<file path="src/rtl/dcsk_rx_demod.sv">
// dcsk_rx_demod
//   Non-coherent DCSK demodulator for a serial chip stream. Each bit period
//   is SF reference chips followed by SF data chips. The data chips equal the
//   reference for a 1 and are inverted for a 0. The block stores the
//   reference half, counts how many data chips agree with it, decides each
//   bit, and assembles an MSB-first message.
//
// Ports
//   i_clk     system clock, all state on posedge
//   i_arst_n  asynchronous active-low reset
//   i_rx      received chip, one per cycle
//   i_start   pulse: i_rx carries the first reference chip of bit 0
//   i_sf      SF id: 00=8, 01=16, 10=32, 11=64 chips per half-bit
//   o_msg     last decoded message, held until the next o_valid
//   o_valid   one-cycle pulse while o_msg holds a newly decoded frame
//   o_busy    high while the block is receiving reference or data chips
//   o_tie     qualified by o_valid: at least one bit had agree == SF/2
module dcsk_rx_demod #(
    parameter int MSG_W  = 32,
    parameter int MAX_SF = 64
) (
    input  logic             i_clk,
    input  logic             i_arst_n,
    input  logic             i_rx,
    input  logic             i_start,
    input  logic [1:0]       i_sf,
    output logic [MSG_W-1:0] o_msg,
    output logic             o_valid,
    output logic             o_busy,
    output logic             o_tie
);
    localparam int CW = $clog2(MAX_SF);    // chip index width
    localparam int AW = $clog2(MAX_SF + 1); // agreement count, holds MAX_SF
    localparam int BW = $clog2(MSG_W);      // bit index width

    typedef enum logic [1:0] {S_IDLE, S_REF, S_DATA, S_DONE} state_t;

    state_t            state_q, state_d;
    logic [CW-1:0]     sf_m1;      // latched SF-1
    logic [CW-1:0]     chip_cnt;
    logic [BW-1:0]     bit_cnt;
    logic [AW-1:0]     agree;
    logic [MAX_SF-1:0] ref_q;
    logic [MSG_W-1:0]  msg_sr;
    logic              tie_flag;

    logic              last_chip, last_bit, match, bit_dec, tie_now;
    logic [AW-1:0]     agree_fin, half;
    logic [MSG_W-1:0]  msg_nxt;

    assign last_chip = (chip_cnt == sf_m1);
    assign last_bit  = (bit_cnt == BW'(MSG_W - 1));
    assign match     = (i_rx == ref_q[chip_cnt]);
    // The decision uses the count including the chip sampled this cycle.
    assign agree_fin = agree + AW'(match);
    assign half      = AW'(({1'b0, sf_m1} + AW'(1)) >> 1);
    assign bit_dec   = (agree_fin > half);
    assign tie_now   = (agree_fin == half);
    assign msg_nxt   = {msg_sr[MSG_W-2:0], bit_dec};

    assign o_valid = (state_q == S_DONE);
    assign o_busy  = (state_q == S_REF) || (state_q == S_DATA);

    always_ff @(posedge i_clk or negedge i_arst_n) begin
        if (!i_arst_n) state_q <= S_IDLE;
        else           state_q <= state_d;
    end

    always_comb begin
        state_d = state_q;
        case (state_q)
            S_IDLE: if (i_start)   state_d = S_REF;
            S_REF:  if (last_chip) state_d = S_DATA;
            S_DATA: if (last_chip) state_d = last_bit ? S_DONE : S_REF;
            S_DONE:                state_d = S_IDLE;
            default:               state_d = S_IDLE;
        endcase
    end

    always_ff @(posedge i_clk or negedge i_arst_n) begin
        if (!i_arst_n) begin
            sf_m1    <= '0;
            chip_cnt <= '0;
            bit_cnt  <= '0;
            agree    <= '0;
            ref_q    <= '0;
            msg_sr   <= '0;
            tie_flag <= 1'b0;
            o_msg    <= '0;
            o_tie    <= 1'b0;
        end else begin
            case (state_q)
                S_IDLE: begin
                    if (i_start) begin
                        // The start cycle already carries reference chip 0.
                        sf_m1    <= CW'((8 << i_sf) - 1);
                        ref_q[0] <= i_rx;
                        chip_cnt <= CW'(1);
                        bit_cnt  <= '0;
                        agree    <= '0;
                        tie_flag <= 1'b0;
                    end
                end
                S_REF: begin
                    ref_q[chip_cnt] <= i_rx;
                    if (last_chip) begin
                        chip_cnt <= '0;
                        agree    <= '0;
                    end else begin
                        chip_cnt <= chip_cnt + CW'(1);
                    end
                end
                S_DATA: begin
                    if (last_chip) begin
                        msg_sr   <= msg_nxt;
                        tie_flag <= tie_flag | tie_now;
                        bit_cnt  <= bit_cnt + BW'(1);
                        chip_cnt <= '0;
                        agree    <= '0;
                        // Outputs are loaded on the edge into DONE so they are
                        // already stable in the cycle o_valid is asserted.
                        if (last_bit) begin
                            o_msg <= msg_nxt;
                            o_tie <= tie_flag | tie_now;
                        end
                    end else begin
                        agree    <= agree_fin;
                        chip_cnt <= chip_cnt + CW'(1);
                    end
                end
                S_DONE: tie_flag <= 1'b0;
                default: ;
            endcase
        end
    end
endmodule

</file>
<file path="config.mk">
export PLATFORM = sky130hd
export DESIGN_NAME = dcsk_rx_demod
export DESIGN_NICKNAME = d
export VERILOG_FILES = /design/src/rtl/dcsk_rx_demod.sv
export SDC_FILE = /design/constraint.sdc
export NUM_CORES = 1
export LEC_CHECK = 0
export CORE_MARGIN = 8
export CORE_UTILIZATION = 60
export CTS_CLUSTER_SIZE = 20
export DETAILED_ROUTE_END_ITERATION = 8
export MAX_ROUTING_LAYER = met4
export PLACE_DENSITY = 0.81
export SLEW_MARGIN = 20
export SYNTH_ARGS = -nofsm -noshare
export SYNTH_HDL_FRONTEND = slang
export SYNTH_SLANG_ARGS = --single-unit
</file>
<file path="constraint.sdc">
create_clock -name i_clk -period 11.31 [get_ports i_clk]
set_input_delay 1.6965 -clock i_clk [delete_from_list [all_inputs] [get_ports i_clk]]
set_output_delay 1.6965 -clock i_clk [all_outputs]
set_load 0.01 [all_outputs]
</file>
=== Yosys cells after proc, flatten, opt, wreduce, memory -nomap -nowiden ===
Cells that the tools add are included.

* Register bits after elaboration: 155
* Bits of input ports: 6
* Output and inout bits: 35
* Logic and storage cells: 74

* $add $sub $neg: 5
* $lt $le $gt $ge: 3
* Equality and inequality tests: 10
* Shift operators: 1
* Multiplexer cells: 25
* Bitwise operators: 1
* Reduce and logical (&&, ||, !) cells: 18

{| class="wikitable"
|+ Operators by type and width
! cell !! count
|-
| $bwmux 64 || 1
|-
| $mux 7 || 3
|-
| $pmux 7 s3 || 1
|-
| $reduce_and 3->1 || 5
|-
| $mux 6 || 2
|-
| $pmux 6 s2 || 1
|-
| $mux 5 || 2
|-
| $pmux 5 s2 || 1
|-
| $mux 2 || 4
|-
| $pmux 2 s4 || 1
|-
| $reduce_and 2->1 || 4
|-
| $add 6x1->7 const B || 1
|-
| $add 7x1->7 || 1
|-
| $eq 7x6->1 || 1
|-
| $gt 7x6->1 || 1
|-
| $lt 6x7->1 const B || 1
|-
| $add 6x1->6 const B || 1
|-
| $bmux 1 s6 || 1
|-
| $demux 1 s6 || 1
|-
| $eq 6x6->1 || 1
|-
| $ge 6x1->1 const B || 1
|-
| $ne 2x2->1 const B || 3
|-
| $reduce_bool 2->1 || 3
|-
| $reduce_bool 3->1 || 2
|-
| other kinds (15) || 20
|}

=== Longest topological paths before layout ===
Gate-level depths: netlist (run 1).

* Depth after elaboration: 8
* Gate-level depth with buffers: 17

=== Worst setup path after synthesis (run 1) ===
No wires, ideal clock.

* Path kind: in2reg
* Start point: in i_rx
* End point: reg tie_flag
* Arrival time: 4.074 ns
* Required time: 11.227 ns
* Path slack: 7.154 ns
* Cell stages on the path: 13
* Cell sequence: clkbuf_1 -> clkbuf_1 -> xor2_1 -> ha_1 -> ha_1 -> nand3_1 -> xnor2_1 -> ha_1 -> nand4b_1 -> nor3b_1 -> a31oi_1 -> o31a_1 -> o21ai_0

* Word-level cells in the longest chain between the ends: 6

{| class="wikitable"
|+ RTL lines
! item !! line !! text
|-
| start, declared || 24 || <nowiki>input logic i_rx,</nowiki>
|-
| $eq 1x1->1 || 53 || <nowiki>assign match = (i_rx == ref_q[chip_cnt]);</nowiki>
|-
| $add 7x1->7 || 55 || <nowiki>assign agree_fin = agree + AW'(match);</nowiki>
|-
| $eq 7x6->1 || 58 || <nowiki>assign tie_now = (agree_fin == half);</nowiki>
|-
| $or 1x1->1 || 116 || <nowiki>tie_flag <= tie_flag | tie_now;</nowiki>
|-
| $mux 1 || 114 || <nowiki>if (last_chip) begin</nowiki>
|-
| $pmux 1 s3 || 92 || <nowiki>case (state_q)</nowiki>
|-
| end signal, assigned || 116 ||
|-
| end, declared || 45 || <nowiki>logic tie_flag;</nowiki>
|}

No other way between the ends. The select of a mux whose other input is x is not followed.
A chain may end at the register's enable or synchronous reset.

=== Final worst setup path (run 1) ===
Ends and elaborated chain as after synthesis.

==> results of run 1 <==
==> cell type report <==
cell class              instances  area, sq um
flip-flops and latches        153         3829
fillers                       811         3617
multi-input cells             397         3356
clock buffers                  18        439.2
repair buffers                 45        439.2
well taps                     147        183.9
clock inverters                14        125.1
inverters                       6        22.52
==> path summary, 6_finish.rpt <==
path | slack [ns] | startpoint | end
max | 6.72 | i_rx | tie_flag
min | 0.49 | o_msg[18] | o_msg[18]
max reg2reg | 6.82 | chip_cnt[2] | tie_flag
min reg2reg | 0.49 | o_msg[18] | o_msg[18]
max in group asynchronous | 8.63 | i_arst_n | ref_q[2]
min in group asynchronous | 1.34 | i_arst_n | o_msg[17]
==> cells in the final DEF (no fill, tap or decap), drive strengths merged, types with 8 or more instances in the layout <==
| cell | Yosys | layout |
|---|---|---|
| ha | 15 | 15 |
| clkbuf | 20 | 18 |
| mux2 | 126 | 126 |
| nand4 | 8 | 8 |
| clkdlybuf4s50 | 0 | 39 |
| nand3 | 13 | 13 |
| nor2 | 47 | 47 |
| o21ai | 19 | 19 |
| mux4 | 16 | 16 |
| nand2 | 63 | 63 |
| dfrtp | 153 | 153 |
==> per-layer routing <==
layer / global-route usage / up-vias
met5: - / -
met1: 0.2511 / 2486
met3: 0.04908 / 18
li1: - / 2188
met4: 0.07138 / 0
met2: 0.3364 / 132
==> flip-flops by register name, summed over array words and instances (netlist names) <==
register  count
ref_q        64
o_msg        32
msg_sr       31
agree         7
chip_cnt      6
bit_cnt       5
sf_m1         4
state_q       2
o_tie         1
tie_flag      1
==> stage by stage <==
stage               utilization  worst slack (ns)
global placement         0.6519             6.597
CTS                      0.6989             6.760
finish                   0.6989             6.718
detailed placement       0.6519             6.393
floorplan                     -             7.154
global route             0.6989             6.518
==> cell families (layout without fill, tap and decap cells) <==
| logic type | after synthesis | after routing | share of synthesized area |
|---|---|---|---|
| XOR/XNOR | 14 | 14 | 0.01658 |
| AO/OA/AOI/OAI | 55 | 55 | 0.05025 |
| buffers and inverters | 42 | 83 | 0.02843 |
| flip-flops | 153 | 153 | 0.5178 |
| multiplexers | 144 | 144 | 0.2469 |
| AND/OR/NAND/NOR | 169 | 169 | 0.1147 |
| adder cells (fa/ha/maj) | 15 | 15 | 0.02538 |
==> report_power, final <==
group	total (W)	internal, W	switching (W)
Combinational	0.000380	0.000171	0.000210
Clock	0.000535	0.000308	0.000227
Sequential	0.000655	0.000592	0.0000625
==> cells in the mapped netlist, drive strengths merged (2+ instances only) <==
| cell | number |
|---|---|
| a21boi | 2 |
| a21oi | 5 |
| a22oi | 4 |
| a31oi | 3 |
| a32oi | 4 |
| and3 | 3 |
| and3b | 3 |
| buf | 16 |
| clkbuf | 20 |
| dfrtp | 153 |
| ha | 15 |
| inv | 6 |
| mux2 | 126 |
| mux2i | 2 |
| mux4 | 16 |
| nand2 | 63 |
| nand2b | 3 |
| nand3 | 13 |
| nand3b | 3 |
| nand4 | 8 |
| nand4b | 2 |
| nor2 | 47 |
| nor3 | 4 |
| nor3b | 5 |
| nor4 | 2 |
| nor4b | 3 |
| nor4bb | 2 |
| o21a | 4 |
| o21ai | 19 |
| o21bai | 2 |
| o22ai | 2 |
| or3 | 3 |
| or3b | 2 |
| xnor2 | 7 |
| xor2 | 7 |
==> flow_summary.toml, run 1 <==
[worst_setup_path]
cp.depth = 13
cp_bufs_invs = 2
criticalPathCategory = "input pin to flip-flop"
critical-path-top-cell-by-count = "sky130_fd_sc_hd__ha_1"
cp-end-kind = "flip-flop"
timing.critical_path.cells = "clkdlybuf4s50_1, buf_4, xor2_1, ha_1, ha_1, nand3_1, xnor2_1, ha_1, nand4b_1, nor3b_1, a31oi_1, o31a_1, o21ai_0"
worstPathArrival_ns = 4.93
cp_top_family = "buffers and inverters"
crit_required_ns = 11.65
worstPathMaxFanout = 65
cp_slowest_stage_delay_ns = 0.47
timing.reg2reg.worst_path_depth = 15
setup.worst_path.start_class = "input pin"
cp_slowest_cell = "sky130_fd_sc_hd__buf_4"

[sta]
timing.max_slew.rel_slack = 0.2916
final-setup-viol-count = 0
finalClockSkew_ns = 0.01024
final_min_period_over_clock_period = 0.4061
max_clock_freq_mhz = 217.8
slew_violations = 0
hold-worst-slack_ns = 0.4877
final.min_clock_period_ns = 4.592
tns_ns = 0
grt_setup_unrepaired = "false"
hold_violation_total_from_the_final_report = 0
worst_pin_slew_ns = 1.063

[floorplan]
die_height_um = 127.0
top_level_ports = 41
die_x_um = 127.0
initial_core_util = 0.6156
die_area_sq_um = 16130
floorplan.rows = 40
placeableCoreArea_sq_um = 12010

[clocking]
clockBufferDepth = 2
path_clk_slew_ns = 0.06
numCtsBuffers = 17
post-cts-setup-buffer-count = 0
numClockSinks = 153
postCtsResizedCells = 0
worst_skew_pair.late_latency_ns = 0.42
postCtsHoldBufs = 0
clk_root_buffer_cell = "sky130_fd_sc_hd__clkbuf_16"
cts_tree = "yes"
ctsHtreeMaxLevel = 4

[grt]
grt_start_max_net_pins = 90
antenna_found_initial = 0
gr-total-overflow = 0
grt.total_usage = 0.2073
grt_pass1_vias = 5101
global_route_wire_length_before_repair_um = 26030

[synth]
synth_top_area_cell = "sky130_fd_sc_hd__dfrtp_1"
netlist_top_cells_area = "sky130_fd_sc_hd__dfrtp_1 (52%), sky130_fd_sc_hd__mux2_2 (15%), sky130_fd_sc_hd__mux2_1 (4.6%), sky130_fd_sc_hd__nand2_1 (3.2%), sky130_fd_sc_hd__mux4_2 (2.7%)"
yosys_warnings = 0
synth-async-reset-ratio = 1.000
seq_total_area_yosys = 0.5178
synth_enable_flop_cells = 0
netlist_area_sq_um = 7395
synth.top_cell.area_share = 0.5178
ys.flop_type = "sky130_fd_sc_hd__dfrtp_1"
postSynthNetCount = 613
ys_ff_latch = 153
yosysUniqueCellTypes = 60
syn_avg_cell_area_sq_um = 12.49
synthesis.instances = 592

[finish]
finished_layout_cells = 780
final_net_count = 641
synth_to_final_area_change_pct = 13.52
final_area_sq_um = 8394
n_antenna_cell = 0
layout-drive-gt1-share = 0.2417

[drt]
detailedRoute.firstIterationViolations = 367
post_drt_antenna_nets = 0
wl_met2_um = 7792
firstDrtPassIters = 6
wl_met1_um = 6541
detailroute.wirelength.met3_um = 778
post_drt_via_cell_ratio = 6.185
via_count = 4824
remaining_drc_errors = 0
finalWirelength_um = 15320
highest_layer = "met4"
routedWlPerCell_um = 19.64

[min_path]
worstHoldPathCells = 1
min-delay-path-class = "flip-flop to flip-flop"

[place]
gp_routability_congestion = 0.8729
place.detailed.instances = 748
dp_hpwl_um = 9728
port_buffers = 40
placement.cell_area_sq_um = 7830

[run]
max_cap_violations = 0

[power_and_ir_drop]
p_total_w = 0.001570
power.density_nw_per_um2 = 187.0
vdd.ir_drop.worst_mv = 0.1217
p_leak_nw = 3.791

[run_status]
result_of_the_run = "finished clean"
Power figures use the tool's default switching activity.
==> run 2: changes to the inputs <==
- CORE_UTILIZATION: 60 -> 54
- PLACE_DENSITY: 0.81 -> 0.77
- clock period: 11.31 -> 4 ns (I/O delays scaled with it)
==> flow_summary.toml, run 2 (synthesis gave the netlist of run 1 again) <==
[finish]
finished_layout_cells = 831
max_ffs_per_register = 64
largest_register = "ref_q"
n_antenna_cell = 0
layout.cells.most_common_list = "sky130_fd_sc_hd__dfrtp_1 (151), sky130_fd_sc_hd__mux2_2 (96), sky130_fd_sc_hd__nand2_1 (63)"
ff_latch_area_sq_um = 3831
multiInputGateArea_sq_um = 3416
most_common_cell_after_layout_fill_and_taps_aside = "sky130_fd_sc_hd__dfrtp_1"
synth_to_final_area_change_pct = 17.53
layout-drive-gt1-share = 0.2855
fillCellCount = 957
final_core_utilization = 0.6537
largestRegisters = "ref_q: 64 flops, o_msg: 32 flops, msg_sr: 31 flops"
final_area_sq_um = 8691
final_net_count = 664

[floorplan]
top_level_ports = 41
initial_core_util = 0.5562
placeableCoreArea_sq_um = 13300
die_height_um = 133.0
die_area_sq_um = 17690
die_x_um = 133.0
floorplan.rows = 42

[worst_setup_path]
worstReg2RegStart = "chip_cnt[0]"
worstPathArrival_ns = 4.22
crit_required_ns = 4.34
setup.worst_path.start_class = "flip-flop"
timing.reg2reg.worst_path_depth = 17
reg2reg_setup_slack_ns = 0.12
worstPathMaxFanout = 6
timing.critical_path.from = "chip_cnt[0]"
cp-end-kind = "flip-flop"
critical_path.reg2reg.endpoint = "tie_flag"
crit_path_end = "tie_flag"
criticalPathCategory = "flip-flop to flip-flop"

[grt]
grt.total_usage = 0.1897
global_route_wire_length_before_repair_um = 26310
grt_start_max_net_pins = 104
grt_pass1_vias = 5086
gr-total-overflow = 0
antenna_found_initial = 0

[place]
dp_hpwl_um = 10570
place.detailed.instances = 793
gp_routability_congestion = 0.8537
port_buffers = 40
placement.cell_area_sq_um = 7999

[drt]
firstDrtPassIters = 5
detailedRoute.firstIterationViolations = 398
routedWlPerCell_um = 19.43
via_count = 4963
post_drt_via_cell_ratio = 5.972
remaining_drc_errors = 0
finalWirelength_um = 16150
post_drt_antenna_nets = 0

[sta]
hold_violation_total_from_the_final_report = 0
final_min_period_over_clock_period = 0.9704
final.min_clock_period_ns = 3.882
timing.max_slew.rel_slack = 0.3872
grt_setup_unrepaired = "true"
tns_ns = 0
final-setup-viol-count = 0
max_clock_freq_mhz = 257.6
slew_violations = 0
worst_pin_slew_ns = 0.9192
finalClockSkew_ns = 0.008479

[power_and_ir_drop]
p_total_w = 0.004562
power_frac_seq = 0.400
combinationalPowerShare = 0.274
power.share.switching = 0.3220
p_leak_nw = 3.925
power_report.internal_total_w = 0.003093
total_switching_power_w = 0.001469
vdd.ir_drop.worst_mv = 0.3868
pwr-share-clk = 0.326
power.density_nw_per_um2 = 524.9

[clocking]
cts_tree = "yes"
ctsHtreeMaxLevel = 4
clk_root_buffer_cell = "sky130_fd_sc_hd__clkbuf_16"
worst_skew_pair.late_latency_ns = 0.42
numClockSinks = 153
numCtsBuffers = 17
path_clk_slew_ns = 0.06
clockBufferDepth = 2

[min_path]
min-delay-path-class = "input pin to async pin"

[run]
max_cap_violations = 0

[run_status]
result_of_the_run = "finished clean"
==> run 2: what timing repair did <==
| item | in CTS | in global routing |
|---|---|---|
| endpoints found under the hold margin | 0 | 0 |
| gates cloned | 0 | 1 |
| setup endpoints to repair | 1 | 4 |
| buffers inserted | 1 | 5 |
| gates resized for setup | 3 | 13 |
| hold buffers | 0 | 0 |
| pin swaps | 0 | 14 |
==> run 2: per-stage QoR <==
step	setup WS (ns)	hold slack, ns
after floorplan	0.2968	0.3044
after global placement	0.09309	0.4719
after detailed placement	-0.09200	0.4740
after CTS	0.02854	0.3085
after global routing	-0.1033	0.3388
final	0.1182	0.2614
==> run 2: how the worst min path moves through the flow <==
stage,startpoint,to,cells after the start
2_1_floorplan,i_arst_n,agree[0],0
3_3_place_gp,ref_q[12],ref_q[12],1
3_5_place_dp,ref_q[0],ref_q[0],1
4_1_cts,i_arst_n,o_msg[18],1
5_1_grt,i_arst_n,msg_sr[15],1
6_report,i_arst_n,msg_sr[16],1
==> run 2: area by class of cell <==
class / count / share of cell area
Tap cell: 176 / 0.02534
Sequential cell: 153 / 0.4408
Inverter: 6 / 0.002591
Timing Repair Buffer: 68 / 0.07472
Clock inverter: 13 / 0.01296
Clock buffer: 18 / 0.05053
Multi-Input combinational cell: 397 / 0.3930
==> run 2: worst max-delay path, stage by stage, from the launching register on <==
cell and delay, ns:
sky130_fd_sc_hd__dfrtp_2 0.43, sky130_fd_sc_hd__buf_12 0.14, sky130_fd_sc_hd__buf_8 0.13, sky130_fd_sc_hd__mux4_2 0.49, sky130_fd_sc_hd__mux2i_1 0.20, sky130_fd_sc_hd__o22ai_2 0.12, sky130_fd_sc_hd__nor4_2 0.25, sky130_fd_sc_hd__xor2_1 0.23
sky130_fd_sc_hd__ha_2 0.25, sky130_fd_sc_hd__ha_4 0.18, sky130_fd_sc_hd__nand3_4 0.07, sky130_fd_sc_hd__xnor2_2 0.16, sky130_fd_sc_hd__ha_1 0.31, sky130_fd_sc_hd__nand4b_1 0.13, sky130_fd_sc_hd__nor3b_2 0.20, sky130_fd_sc_hd__a31oi_1 0.12
sky130_fd_sc_hd__o31a_1 0.26, sky130_fd_sc_hd__o21ai_1 0.13
==> run 2: power groups by stage <==
stage,clock (W),combinational [W],sequential [W]
3_5_place_dp,0,0.00113,0.00184
3_3_place_gp,0,0.00108,0.00183
2_1_floorplan,0,0.000877,0.00177
5_1_grt,0.00158,0.00135,0.00184
4_1_cts,0.00152,0.00115,0.00181
6_report,0.00149,0.00125,0.00183
==> run 2: routing by layer <==
| layer | up-vias | share of wire | GRT usage |
|---|---|---|---|
| li1 | 2227 | - | - |
| met1 | 2540 | 0.42 | 0.2286 |
| met2 | 159 | 0.51 | 0.3070 |
| met3 | 37 | 0.054 | 0.04466 |
| met4 | 0 | 0.024 | 0.06625 |
| met5 | - | 0 | - |
